[config.mk]
export PLATFORM = sky130hd
export DESIGN_NAME = sram_port_arbiter_flat
export DESIGN_NICKNAME = d
export VERILOG_FILES = /design/src/rtl/sram_port_arbiter_if.sv /design/src/rtl/sram_port_arbiter.sv /design/src/flat_wrapper.sv
export SDC_FILE = /design/constraint.sdc
export NUM_CORES = 1
export LEC_CHECK = 0
export ABC_AREA = 1
export BUFFER_PORTS_ARGS = -buffer_cell sky130_fd_sc_hd__clkbuf_2
export CAP_MARGIN = 20
export CORE_AREA = 2 2 96 98
export CTS_CLUSTER_SIZE = 30
export DETAILED_ROUTE_END_ITERATION = 8
export DIE_AREA = 0 0 98 100
export PLACE_DENSITY = 0.78
export SLEW_MARGIN = 20
export SYNTH_ARGS = -nofsm -noshare
export SYNTH_HDL_FRONTEND = slang
export SYNTH_SLANG_ARGS = --single-unit
export TNS_END_PERCENT = 1
[constraint.sdc]
create_clock -name clk -period 1.2 [get_ports clk]
set_input_delay 0.18 -clock clk [delete_from_list [all_inputs] [get_ports clk]]
set_output_delay 0.18 -clock clk [all_outputs]
set_load 0.1 [all_outputs]
[src/rtl/sram_port_arbiter_if.sv]
// Handshake bundle between the two requesters, the arbiter and the SRAM adapter.
//   wr_*          write requester (valid/ready, address, data)
//   rd_*          read requester (valid/ready, address)
//   rd_rsp_*      read response pulse and data
//   mem_cmd_*     registered command stage toward the SRAM adapter
//   mem_rdata     SRAM read data, valid RD_LAT cycles after read command accept
// slave  : arbiter view
// master : environment view (requesters + adapter)
interface sram_port_arbiter_if #(
  parameter int AW = 18,
  parameter int DW = 32
);
  logic          wr_valid;
  logic          wr_ready;
  logic [AW-1:0] wr_addr;
  logic [DW-1:0] wr_data;
  logic          rd_valid;
  logic          rd_ready;
  logic [AW-1:0] rd_addr;
  logic          rd_rsp_valid;
  logic [DW-1:0] rd_rsp_data;
  logic          mem_cmd_valid;
  logic          mem_cmd_ready;
  logic          mem_cmd_we;
  logic [AW-1:0] mem_cmd_addr;
  logic [DW-1:0] mem_cmd_wdata;
  logic [DW-1:0] mem_rdata;

  modport slave (
    input  wr_valid, wr_addr, wr_data, rd_valid, rd_addr, mem_cmd_ready, mem_rdata,
    output wr_ready, rd_ready, rd_rsp_valid, rd_rsp_data,
           mem_cmd_valid, mem_cmd_we, mem_cmd_addr, mem_cmd_wdata
  );

  modport master (
    output wr_valid, wr_addr, wr_data, rd_valid, rd_addr, mem_cmd_ready, mem_rdata,
    input  wr_ready, rd_ready, rd_rsp_valid, rd_rsp_data,
           mem_cmd_valid, mem_cmd_we, mem_cmd_addr, mem_cmd_wdata
  );
endinterface

[src/rtl/sram_port_arbiter.sv]
// Shares one SRAM command port between a write requester (pcode initialiser)
// and a read requester (correlator). Round-robin grant into a single
// registered command stage; read data returns a fixed RD_LAT cycles after
// the adapter accepts the read command, plus one output register.
// Ports:
//   clk    system clock
//   rst_n  asynchronous reset, active-low
//   bus    sram_port_arbiter_if.slave (requesters, response, SRAM command)
//
// state (last_grant) | meaning
// GRANT_RD           | read won most recently; write wins a tie next
// GRANT_WR           | write won most recently; read wins a tie next
module sram_port_arbiter #(
  parameter int AW     = 18,
  parameter int DW     = 32,
  parameter int RD_LAT = 2
) (
  input  logic                 clk,
  input  logic                 rst_n,
  sram_port_arbiter_if.slave   bus
);

  typedef enum logic {GRANT_RD = 1'b0, GRANT_WR = 1'b1} grant_e;

  grant_e            last_grant_q, last_grant_d;
  logic              cmd_valid_q, cmd_valid_d;
  logic              cmd_we_q, cmd_we_d;
  logic [AW-1:0]     cmd_addr_q, cmd_addr_d;
  logic [DW-1:0]     cmd_wdata_q, cmd_wdata_d;
  logic [RD_LAT-1:0] tag_pipe_q, tag_pipe_d;
  logic              rsp_valid_q, rsp_valid_d;
  logic [DW-1:0]     rsp_data_q, rsp_data_d;

  logic stage_free;
  logic grant_wr;
  logic wr_accept;
  logic rd_accept;
  logic tag_in;

  always_comb begin
    stage_free = !cmd_valid_q || bus.mem_cmd_ready;

    // A lone requester always wins; on a tie the one not served last wins.
    if (bus.wr_valid && bus.rd_valid) grant_wr = (last_grant_q == GRANT_RD);
    else                              grant_wr = bus.wr_valid;

    wr_accept = stage_free && bus.wr_valid && grant_wr;
    rd_accept = stage_free && bus.rd_valid && !grant_wr;

    last_grant_d = last_grant_q;
    cmd_valid_d  = cmd_valid_q;
    cmd_we_d     = cmd_we_q;
    cmd_addr_d   = cmd_addr_q;
    cmd_wdata_d  = cmd_wdata_q;

    if (wr_accept) begin
      cmd_valid_d  = 1'b1;
      cmd_we_d     = 1'b1;
      cmd_addr_d   = bus.wr_addr;
      cmd_wdata_d  = bus.wr_data;
      last_grant_d = GRANT_WR;
    end else if (rd_accept) begin
      // wdata is left as-is for reads; the adapter ignores it.
      cmd_valid_d  = 1'b1;
      cmd_we_d     = 1'b0;
      cmd_addr_d   = bus.rd_addr;
      last_grant_d = GRANT_RD;
    end else if (stage_free) begin
      cmd_valid_d  = 1'b0;
    end

    // One tag per read command handed to the adapter; it exits exactly when
    // the adapter's mem_rdata for that command is valid.
    tag_in        = cmd_valid_q && bus.mem_cmd_ready && !cmd_we_q;
    tag_pipe_d    = '0;
    tag_pipe_d[0] = tag_in;
    for (int i = 1; i < RD_LAT; i++) tag_pipe_d[i] = tag_pipe_q[i-1];

    rsp_valid_d = tag_pipe_q[RD_LAT-1];
    rsp_data_d  = rsp_valid_d ? bus.mem_rdata : rsp_data_q;
  end

  always_ff @(posedge clk or negedge rst_n) begin
    if (!rst_n) begin
      last_grant_q <= GRANT_RD;
      cmd_valid_q  <= 1'b0;
      cmd_we_q     <= 1'b0;
      cmd_addr_q   <= '0;
      cmd_wdata_q  <= '0;
      tag_pipe_q   <= '0;
      rsp_valid_q  <= 1'b0;
      rsp_data_q   <= '0;
    end else begin
      last_grant_q <= last_grant_d;
      cmd_valid_q  <= cmd_valid_d;
      cmd_we_q     <= cmd_we_d;
      cmd_addr_q   <= cmd_addr_d;
      cmd_wdata_q  <= cmd_wdata_d;
      tag_pipe_q   <= tag_pipe_d;
      rsp_valid_q  <= rsp_valid_d;
      rsp_data_q   <= rsp_data_d;
    end
  end

  assign bus.wr_ready      = wr_accept;
  assign bus.rd_ready      = rd_accept;
  assign bus.mem_cmd_valid = cmd_valid_q;
  assign bus.mem_cmd_we    = cmd_we_q;
  assign bus.mem_cmd_addr  = cmd_addr_q;
  assign bus.mem_cmd_wdata = cmd_wdata_q;
  assign bus.rd_rsp_valid  = rsp_valid_q;
  assign bus.rd_rsp_data   = rsp_data_q;

endmodule

[src/flat_wrapper.sv]
// flat-port wrapper written by rule: the top's interface ports become plain ports
module sram_port_arbiter_flat 
#(
  parameter int AW     = 18,
  parameter int DW     = 32,
  parameter int RD_LAT = 2
)
  (clk, rst_n, bus_wr_valid, bus_wr_addr, bus_wr_data, bus_rd_valid, bus_rd_addr, bus_mem_cmd_ready, bus_mem_rdata, bus_wr_ready, bus_rd_ready, bus_rd_rsp_valid, bus_rd_rsp_data, bus_mem_cmd_valid, bus_mem_cmd_we, bus_mem_cmd_addr, bus_mem_cmd_wdata);
  sram_port_arbiter_if #(.AW(AW), .DW(DW)) bus_i ();
  input  logic clk;
  input  logic rst_n;
  input wire logic [$bits(bus_i.wr_valid)-1:0] bus_wr_valid;
  input wire logic [$bits(bus_i.wr_addr)-1:0] bus_wr_addr;
  input wire logic [$bits(bus_i.wr_data)-1:0] bus_wr_data;
  input wire logic [$bits(bus_i.rd_valid)-1:0] bus_rd_valid;
  input wire logic [$bits(bus_i.rd_addr)-1:0] bus_rd_addr;
  input wire logic [$bits(bus_i.mem_cmd_ready)-1:0] bus_mem_cmd_ready;
  input wire logic [$bits(bus_i.mem_rdata)-1:0] bus_mem_rdata;
  output wire logic [$bits(bus_i.wr_ready)-1:0] bus_wr_ready;
  output wire logic [$bits(bus_i.rd_ready)-1:0] bus_rd_ready;
  output wire logic [$bits(bus_i.rd_rsp_valid)-1:0] bus_rd_rsp_valid;
  output wire logic [$bits(bus_i.rd_rsp_data)-1:0] bus_rd_rsp_data;
  output wire logic [$bits(bus_i.mem_cmd_valid)-1:0] bus_mem_cmd_valid;
  output wire logic [$bits(bus_i.mem_cmd_we)-1:0] bus_mem_cmd_we;
  output wire logic [$bits(bus_i.mem_cmd_addr)-1:0] bus_mem_cmd_addr;
  output wire logic [$bits(bus_i.mem_cmd_wdata)-1:0] bus_mem_cmd_wdata;
  assign bus_i.wr_valid = bus_wr_valid;
  assign bus_i.wr_addr = bus_wr_addr;
  assign bus_i.wr_data = bus_wr_data;
  assign bus_i.rd_valid = bus_rd_valid;
  assign bus_i.rd_addr = bus_rd_addr;
  assign bus_i.mem_cmd_ready = bus_mem_cmd_ready;
  assign bus_i.mem_rdata = bus_mem_rdata;
  assign bus_wr_ready = bus_i.wr_ready;
  assign bus_rd_ready = bus_i.rd_ready;
  assign bus_rd_rsp_valid = bus_i.rd_rsp_valid;
  assign bus_rd_rsp_data = bus_i.rd_rsp_data;
  assign bus_mem_cmd_valid = bus_i.mem_cmd_valid;
  assign bus_mem_cmd_we = bus_i.mem_cmd_we;
  assign bus_mem_cmd_addr = bus_i.mem_cmd_addr;
  assign bus_mem_cmd_wdata = bus_i.mem_cmd_wdata;
  sram_port_arbiter #(.AW(AW), .DW(DW), .RD_LAT(RD_LAT)) u_core (.clk(clk), .rst_n(rst_n), .bus(bus_i));
endmodule
# [After elaboration in Yosys (flattened, before gate mapping)]
# Index checks and enable logic that the tools add are counted.
[word_totals] ff_bits=87 inputBits=105 out_inout_bits=87 word_cells=29
[op_classes] muxes=8 n_bitwise=1 reduce_logical=13
[ops] op="$mux 18" n=2
[ops] op="$logic_and 1x1->1" n=7
[ops] op="$mux 1" n=6
[ops] op="$logic_not 1->1" n=3
[ops] op="$reduce_bool 3->1" n=1
[ops] op="$reduce_bool 2->1" n=1
[ops] op="$logic_or 1x1->1" n=1
[ops] op="$not 1->1" n=1

# [Logic depth before layout (Yosys ltp)]
# Gate-level depths: netlist of run 1.
[logic_depth] depth_word=6 mapped_depth=9

# [Worst setup path after synthesis of run 1]
# No wires, ideal clock.
[synth_timing] path_kind="flip-flop to output port" startpoint="reg u_core.bus.mem_cmd_we (netlist name)" endpoint="out bus_rd_ready" arrival_time_ns=2.953 required_ns=1.020 path_slack_ns=-1.933 stages_incl_launch_ff=5 path_cell_list="dfrtp_1 nand2_2 buf_6 buf_4 a21oi_1"
[synth_lines] item="end, declared" line_no="flat_wrapper.sv:20" rtl="output wire logic [$bits(bus_i.rd_ready)-1:0] bus_rd_ready;"

# [Worst setup path in the final report of run 1]
[layout_timing] startpoint="reg u_core.cmd_valid_q (netlist: u_core.bus.mem_cmd_valid)" endpoint="out bus_rd_ready"
[layout_between] elab_chain_len=4
[layout_lines] item="start, declared" line_no="sram_port_arbiter.sv:26" rtl="logic cmd_valid_q, cmd_valid_d;"
[layout_lines] item="start signal, assigned" line_no="sram_port_arbiter.sv:95" rtl="cmd_valid_q <= cmd_valid_d;"
[layout_lines] item="$logic_not 1->1" line_no="sram_port_arbiter.sv:41" rtl="stage_free = !cmd_valid_q || bus.mem_cmd_ready;"
[layout_lines] item="$logic_or 1x1->1" line_no="sram_port_arbiter.sv:41"
[layout_lines] item="$logic_and 1x1->1 (2 in series)" line_no="sram_port_arbiter.sv:48" rtl="rd_accept = stage_free && bus.rd_valid && !grant_wr;"
# No other way between the ends.

==> metrics.yaml, run 1 <==
timing:
  rsz0062_at_grt: "yes"
  finalCritPeriodShare_pct: 126
  setup_ws_ns: -0.312
  min_period_ns: 1.51
  setup-violations-final: 56
  tightestPinTransition_ns: 0.327
  hold_violations: 0
  relSlewSlack_pct: 78.2
  maxSlewViolCount: 0
  fmax_ghz: 0.661
  skew_ns: 0.0179
setup_path:
  rr_worst_depth: 8
  rr_endpoint: "u_core.bus.mem_cmd_wdata[29]"
  regToRegSetupSlack_ns: -0.14
  crit_path_max_fanout: 4
  start_kind: "flop"
  endpoint_kind: "primary output"
  crit_start: "u_core.bus.mem_cmd_valid"
  r2r_start: "u_core.bus.mem_cmd_valid"
  worstSetupPathType: "flop to primary output"
  crit_arrival_ns: 1.33
  cp.required_ns: 1.02
worst_hold_path:
  min_path_cells: 3
  holdPathEnd: "u_core.bus.mem_cmd_wdata[12]"
  hold_start: "bus_wr_data[12]"
  hp-class: "input port to flop"
drt:
  viasPerCell: 4.76
  avgRoutedWirePerCell_um: 14.8
  drt_pass1_iterations: 5
  ant_nets: 0
  first_iter_violations: 138
  totalWireLength_um: 10600
  drc: 0
  via_count: 3418
logic_synthesis:
  ys_seq_elements: 87
  syn_area_um2: 3900
  ys_warn_count: 0
  syn_inst: 397
  synth_seq_area_share_pct: 55.8
  synth.avg_cell_area_um2: 9.83
  synth_nets: 502
  ys_types: 20
cells_and_area:
  area_delta_synth_final_pct: 71.8
  seq_area_um2: 2180
  finalNonFillerCells: 718
  num_antenna_cells: 0
  drive_above_1_share_pct: 47.4
  mostFrequentLayoutCells: "nand2_1, clkbuf_2, buf_12, dfrtp_1, inv_1"
  fill_cells: 581
  final_util_pct: 75.4
  multi_input_area_um2: 1420
  layout_commonest_cell: "nand2_1"
  fin_nets: 707
place:
  place_ws_ns: -0.0527
  dp_cells: 691
  gp_congestion: 0.809
  hpwl_um: 8030
  io_buffer_count: 191
status:
  status: "complete, but fails checks"
  violations: "setup timing"
clocking:
  clkSlewWorstSetupHoldPaths_ns: 0.09
  cts_buffers: 9
  clk_latency_ns: 0.35
  cts_sinks: 87
  cts_tree: "done"
  htreeDepth: 3
  ctsLongestPathBuffers: 2
  cts-root-buf: "clkbuf_8"
power:
  p_int_uw: 8830
  p_clk_share_pct: 11.4
  pwr-share-seq_pct: 25.6
  p_comb_share_pct: 63.1
  leakage_uw: 0.00350
  fin_total_pwr_uw: 18300
  vdd.ir_drop.worst_uv: 1620
  swShare_pct: 51.6
  powerDensity_nw_per_um2: 2720
  p_switching_uw: 9430
global_route:
  grt_pass1_vias: 3524
  antenna_found_initial: 0
  grt_use_total_pct: 21.6
  grt_max_degree: 35
  grt_pass1_wl_um: 17000
  grt.overflow.total: 0
die:
  io_pins: 192
  coreArea_um2: 8890
  die-area_um2: 9800
  dieWidth_um: 98
  die_y_um: 100
  start_util_pct: 43.9
  num_rows: 35
flow_run:
  drv_cap: 0
[cell type report]
class | count | share of cell area, %
repair buffers | 220 | 39.0
flip-flops and latches | 87 | 32.6
multi-input cells | 246 | 21.2
inverters | 38 | 2.16
well taps | 111 | 2.07
clock buffers | 9 | 1.85
clock inverters | 7 | 1.19
[flip-flops by register name, indices dropped and copies added (netlist names)]
signal / count
u_core.tag_pipe_q: 2
u_core.bus.mem_cmd_addr: 18
u_core.bus.mem_cmd_wdata: 32
u_core.bus.rd_rsp_valid: 1
u_core.bus.mem_cmd_we: 1
u_core.bus.rd_rsp_data: 32
u_core.bus.mem_cmd_valid: 1
[worst max-delay path by stage]
stage	end	slack (ns)	depth (start not counted)
floorplan	bus_rd_ready	-0.52	4
global placement	bus_rd_ready	-0.02	4
detailed placement	u_core.bus.mem_cmd_wdata[20]	-0.05	5
CTS	bus_rd_ready	-0.33	4
global route	bus_wr_ready	-0.36	4
finish	bus_rd_ready	-0.31	4
[cell usage after synthesis]
cell | number | area (um^2)
nand3_1 | 8 | 40.0
nand2_4 | 1 | 11.3
nand2_2 | 1 | 6.26
nand3b_1 | 18 | 135
nand2_1 | 154 | 578
mux2_1 | 2 | 22.5
buf_4 | 13 | 97.6
nand3_2 | 11 | 110
buf_2 | 7 | 35.0
dfrtp_1 | 87 | 2180
inv_2 | 2 | 7.51
a21oi_1 | 1 | 5.00
buf_12 | 1 | 20.0
mux2_2 | 30 | 338
nor2_1 | 1 | 3.75
nand4_1 | 18 | 113
nand3_4 | 1 | 17.5
buf_6 | 4 | 45.0
inv_1 | 36 | 135
clkbuf_2 | 1 | 5.00
[worst max-delay path, cell delays in order, from the launching register on]
cell and delay, ns:
dfrtp_4 0.52, nand2_8 0.09, nand2_4 0.06, a21oi_4 0.13, buf_12 0.19
[logic make-up (layout without fill, tap and decap cells)]
group | after synthesis | count (layout) | share of synthesized area, %
and+or+nand+nor | 213 | 213 | 26.0
AOI/OAI and AO/OA | 1 | 1 | 0.128
DFF | 87 | 87 | 55.8
buffers and inverters | 64 | 274 | 8.85
muxes | 32 | 32 | 9.23
[power by group through the flow]
stage | clock [uW] | sequential (uW) | combinational [uW]
detailed placement | 0 | 4730 | 11500
finish | 2080 | 4660 | 11500
CTS | 2140 | 4680 | 11500
global route | 2260 | 4770 | 11800
global placement | 0 | 4660 | 11300
floorplan | 0 | 10200 | 1300
[stage by stage]
| stage | setup TNS [ns] | cell area [um^2] | hold WS, ns |
|---|---|---|---|
| floorplan | -8.37 | 3930 | -0.116 |
| global placement | -0.0388 | 6350 | 0.103 |
| detailed placement | -1.20 | 6350 | 0.106 |
| CTS | -4.79 | 6620 | 0.00775 |
| global route | -10.52 | 6700 | 0.0177 |
| finish | -6.87 | 6700 | 0.0257 |
[repair_timing]
action / 4_1_cts / 5_1_grt
pin swaps: 1 / 9
setup endpoints to repair: 53 / 55
buffers inserted: 3 / 7
hold buffers: 1 / 0
gates cloned: 0 / 0
hold endpoints to repair: 18 / 0
resized for setup: 7 / 10
[layer usage]
layer	vias up	track usage, %	routed length [um]
li1	1657	-	-
met1	1589	25.8	3980
met2	146	37.7	5600
met3	26	5.64	741
met4	0	8.33	323
met5	-	0	0
No activity file was read; power rests on OpenSTA's default activity.
==> run 2, diff against run 1 <==
- ABC_AREA: 1 -> unset
- CORE_AREA: 2 2 96 98 -> 2 2 92 94
- DIE_AREA: 0 0 98 100 -> 0 0 94 96
==> metrics.yaml, run 2 <==
clocking:
  cts_sinks: 87  # unchanged
  ctsLongestPathBuffers: 2  # unchanged
  cts-root-buf: "clkbuf_8"  # unchanged
  cts_buffers: 9  # unchanged
  clkSlewWorstSetupHoldPaths_ns: 0.09  # about the same
  htreeDepth: 3  # unchanged
  cts_tree: "done"  # unchanged
  clk_latency_ns: 0.34  # was 0.35 ns
setup_path:
  crit_chain: "a21bo_1 > nand2b_4 > inv_8 > buf_6 > buf_12"  # was nand2_8 > nand2_4 > a21oi_4 > buf_12
  crit_path_max_fanout: 2  # was 4
  critPathTopFamily: "flip-flops"  # unchanged
  slowest_delay_ns: 0.48  # was 0.52 ns
  crit_arrival_ns: 1.50  # was 1.33 ns
  worstSetupPathType: "flop to primary output"  # unchanged
  endpoint_kind: "primary output"  # unchanged
  crit_buf_inv: 3  # was 1
  crit_slowest_cell: "dfrtp_4"  # unchanged
  cp.required_ns: 1.02  # about the same
  start_kind: "flop"  # unchanged
cells_and_area:
  num_antenna_cells: 0  # unchanged
  multi_input_area_um2: 1240  # was 1420 um^2
  drive_above_1_share_pct: 61.0  # was 47.4%
  fill_cells: 470  # was 581
  mostFrequentLayoutCells: "clkbuf_2, buf_12, dfrtp_1, mux2_2, mux2_1"  # was nand2_1, clkbuf_2, buf_12, dfrtp_1, inv_1
  area_delta_synth_final_pct: 83.9  # was 71.8%
  seq_area_um2: 2180  # unchanged
  layout_commonest_cell: "clkbuf_2"  # was nand2_1
  fin_nets: 567  # was 707
timing:
  rsz0062_at_grt: "yes"  # unchanged
  relSlewSlack_pct: 69.2  # was 78.2%
  finalCritPeriodShare_pct: 140  # was 126%
  skew_ns: 0.0107  # was 0.0179 ns
  maxSlewViolCount: 0  # unchanged
  min_period_ns: 1.68  # was 1.51 ns
  setup_ws_ns: -0.484  # was -0.312 ns
  tns_ns: -17.02  # was -6.87 ns
  tightestPinTransition_ns: 0.461  # was 0.327 ns
  fmax_ghz: 0.594  # was 0.661 GHz
  setup-violations-final: 55  # was 56
  timing.hold.ws_ns: 0.0480  # was 0.0257 ns
  hold_violations: 0  # unchanged
logic_synthesis:
  async_reset_ff_share_pct: 100  # unchanged
  synth_xor_area_share_pct: 0  # unchanged
  ys_types: 21  # was 20
  synth-adder-area-share_pct: 0  # unchanged
  synth_edf_count: 0  # unchanged
  syn_area_um2: 3470  # was 3900 um^2
  synth_top_family_by_area: "multiplexers"  # was simple AND/OR/NAND/NOR gates
  muxShareOfSynthArea_pct: 20.8  # was 9.23%
  syn_inst: 255  # was 397
  ys_seq_elements: 87  # unchanged
  yosysMostFrequentCell: "dfrtp_1"  # was nand2_1
  synth_compound_area_share_pct: 6.28  # was 0.128%
  synthSimpleGateAreaFrac_pct: 6.64  # was 26.0%
  ys_warn_count: 0  # unchanged
  synth_seq_area_share_pct: 62.8  # was 55.8%
  synth_top_area_share_pct: 62.8  # was 55.8%
  yosys.area.top_type: "dfrtp_1"  # unchanged
  synth_ff_type: "dfrtp_1"  # unchanged
  synth_common_cells: "dfrtp_1, mux2_2, mux2_1, o21ai_0"  # was nand2_1, dfrtp_1, inv_1, mux2_2
  synthTopCellsByArea: "dfrtp_1, mux2_2, mux2_1"  # was dfrtp_1, nand2_1, mux2_2
  synth_nets: 360  # was 502
  synth.avg_cell_area_um2: 13.6  # was 9.83 um^2
drt:
  drc: 0  # unchanged
  totalWireLength_um: 10000  # was 10600 um
  via_count: 2893  # was 3418
  ant_nets: 0  # unchanged
  first_iter_violations: 78  # was 138
  viasPerCell: 5.06  # was 4.76
  avgRoutedWirePerCell_um: 17.6  # was 14.8 um
  drt_pass1_iterations: 4  # was 5
worst_hold_path:
  hp-class: "input port to flop"  # unchanged
die:
  start_util_pct: 43.1  # was 43.9%
  coreArea_um2: 8050  # was 8890 um^2
  die_y_um: 96  # was 100 um
  io_pins: 192  # unchanged
  dieWidth_um: 94  # was 98 um
  die-area_um2: 9020  # was 9800 um^2
  num_rows: 33  # was 35
flow_run:
  drv_cap: 0  # unchanged
status:
  status: "complete, but fails checks"  # unchanged
  violations: "setup timing"  # unchanged
global_route:
  grt_max_degree: 88  # was 35
  grt.overflow.total: 0  # unchanged
  grt_pass1_vias: 3130  # was 3524
  grt_pass1_wl_um: 15700  # was 17000 um
  antenna_found_initial: 0  # unchanged
  grt_use_total_pct: 22.6  # was 21.6%
place:
  gp_congestion: 0.777  # was 0.809
  io_buffer_count: 191  # unchanged
  hpwl_um: 7740  # was 8030 um
power:
  leakage_uw: 0.00298  # was 0.00350 uW
  powerDensity_nw_per_um2: 2490  # was 2720 nW/um^2
  vdd.ir_drop.worst_uv: 1060  # was 1620 uV
## run 2: cell types whose count changed after synthesis, moves of 19 or more
| cell | delta |
|---|---|
| o21ai_0 | +19 |
| mux2_1 | +29 |
| nand2_1 | -152 |
| inv_1 | -35 |
## run 2: worst register-to-register path, cell delays in order (launching register included)
cell      delay, ns
dfrtp_4        0.48
a21bo_1        0.20
nand2b_4       0.17
inv_8          0.06
buf_6          0.14
buf_12         0.16
mux2_1         0.34
## run 2: through the flow
stage,utilization (%),instances,setup slack [ns],instance area [um^2],power (uW)
5_1_grt,79.2,572,-0.528,6380,16400
4_1_cts,78.8,571,-0.527,6340,16000
2_1_floorplan,-,255,-0.494,3540,9750
6_report,79.2,572,-0.484,6380,15900
3_3_place_gp,74.9,550,-0.292,6030,13400
3_5_place_dp,74.9,550,-0.338,6030,13700
## run 2: logic make-up after synthesis
group / Yosys count
and+or+nand+nor: 44
DFF: 87
AOI/OAI and AO/OA: 38
buffers and inverters: 22
muxes: 64
## run 2: what timing repair did
action / 4_1_cts / 5_1_grt
hold endpoints to repair: 87 / 0
setup buffers: 4 / 1
pin swaps: 1 / 1
setup endpoints to repair: 55 / 55
hold buffers: 1 / 0
gates resized for setup: 13 / 7
## run 2: layer usage
metal,routed length [um],global-route usage [%],vias up
li1,-,-,1330
met1,3730,26.0,1399
met2,5300,40.6,142
met3,823,6.50,22
met4,195,7.73,0
met5,0,0,-
## run 2: worst paths after layout
path	endpoint	start	slack, ns	cells past startpoint
hold / removal	u_core.bus.mem_cmd_wdata[12]	bus_wr_data[12]	0.05	2
hold reg to reg	u_core.tag_pipe_q[1]	u_core.tag_pipe_q[0]	0.36	0
setup / recovery	bus_wr_ready	u_core.bus.mem_cmd_we	-0.48	5
setup reg to reg	u_core.bus.mem_cmd_wdata[15]	u_core.bus.mem_cmd_we	-0.47	6
min in group asynchronous	u_core.bus.rd_rsp_data[1]	rst_n	0.43	3
max in group asynchronous	u_core.bus.mem_cmd_valid	rst_n	0.37	3
## run 2: power breakdown
part,total [uW],switching (uW),internal [uW]
clock network,2270,1030,1240
registers,4340,737,3600
logic,9280,5920,3370
total,15900,7690,8210
## run 2: area by class of cell
cell class / count / share of cell area (%)
multi-input combinational: 146 / 19.4
clock buffer: 10 / 2.16
sequential: 87 / 34.2
tap: 105 / 2.06
clock inverter: 6 / 1.41
inverter: 2 / 0.235
timing repair buffer: 216 / 40.4
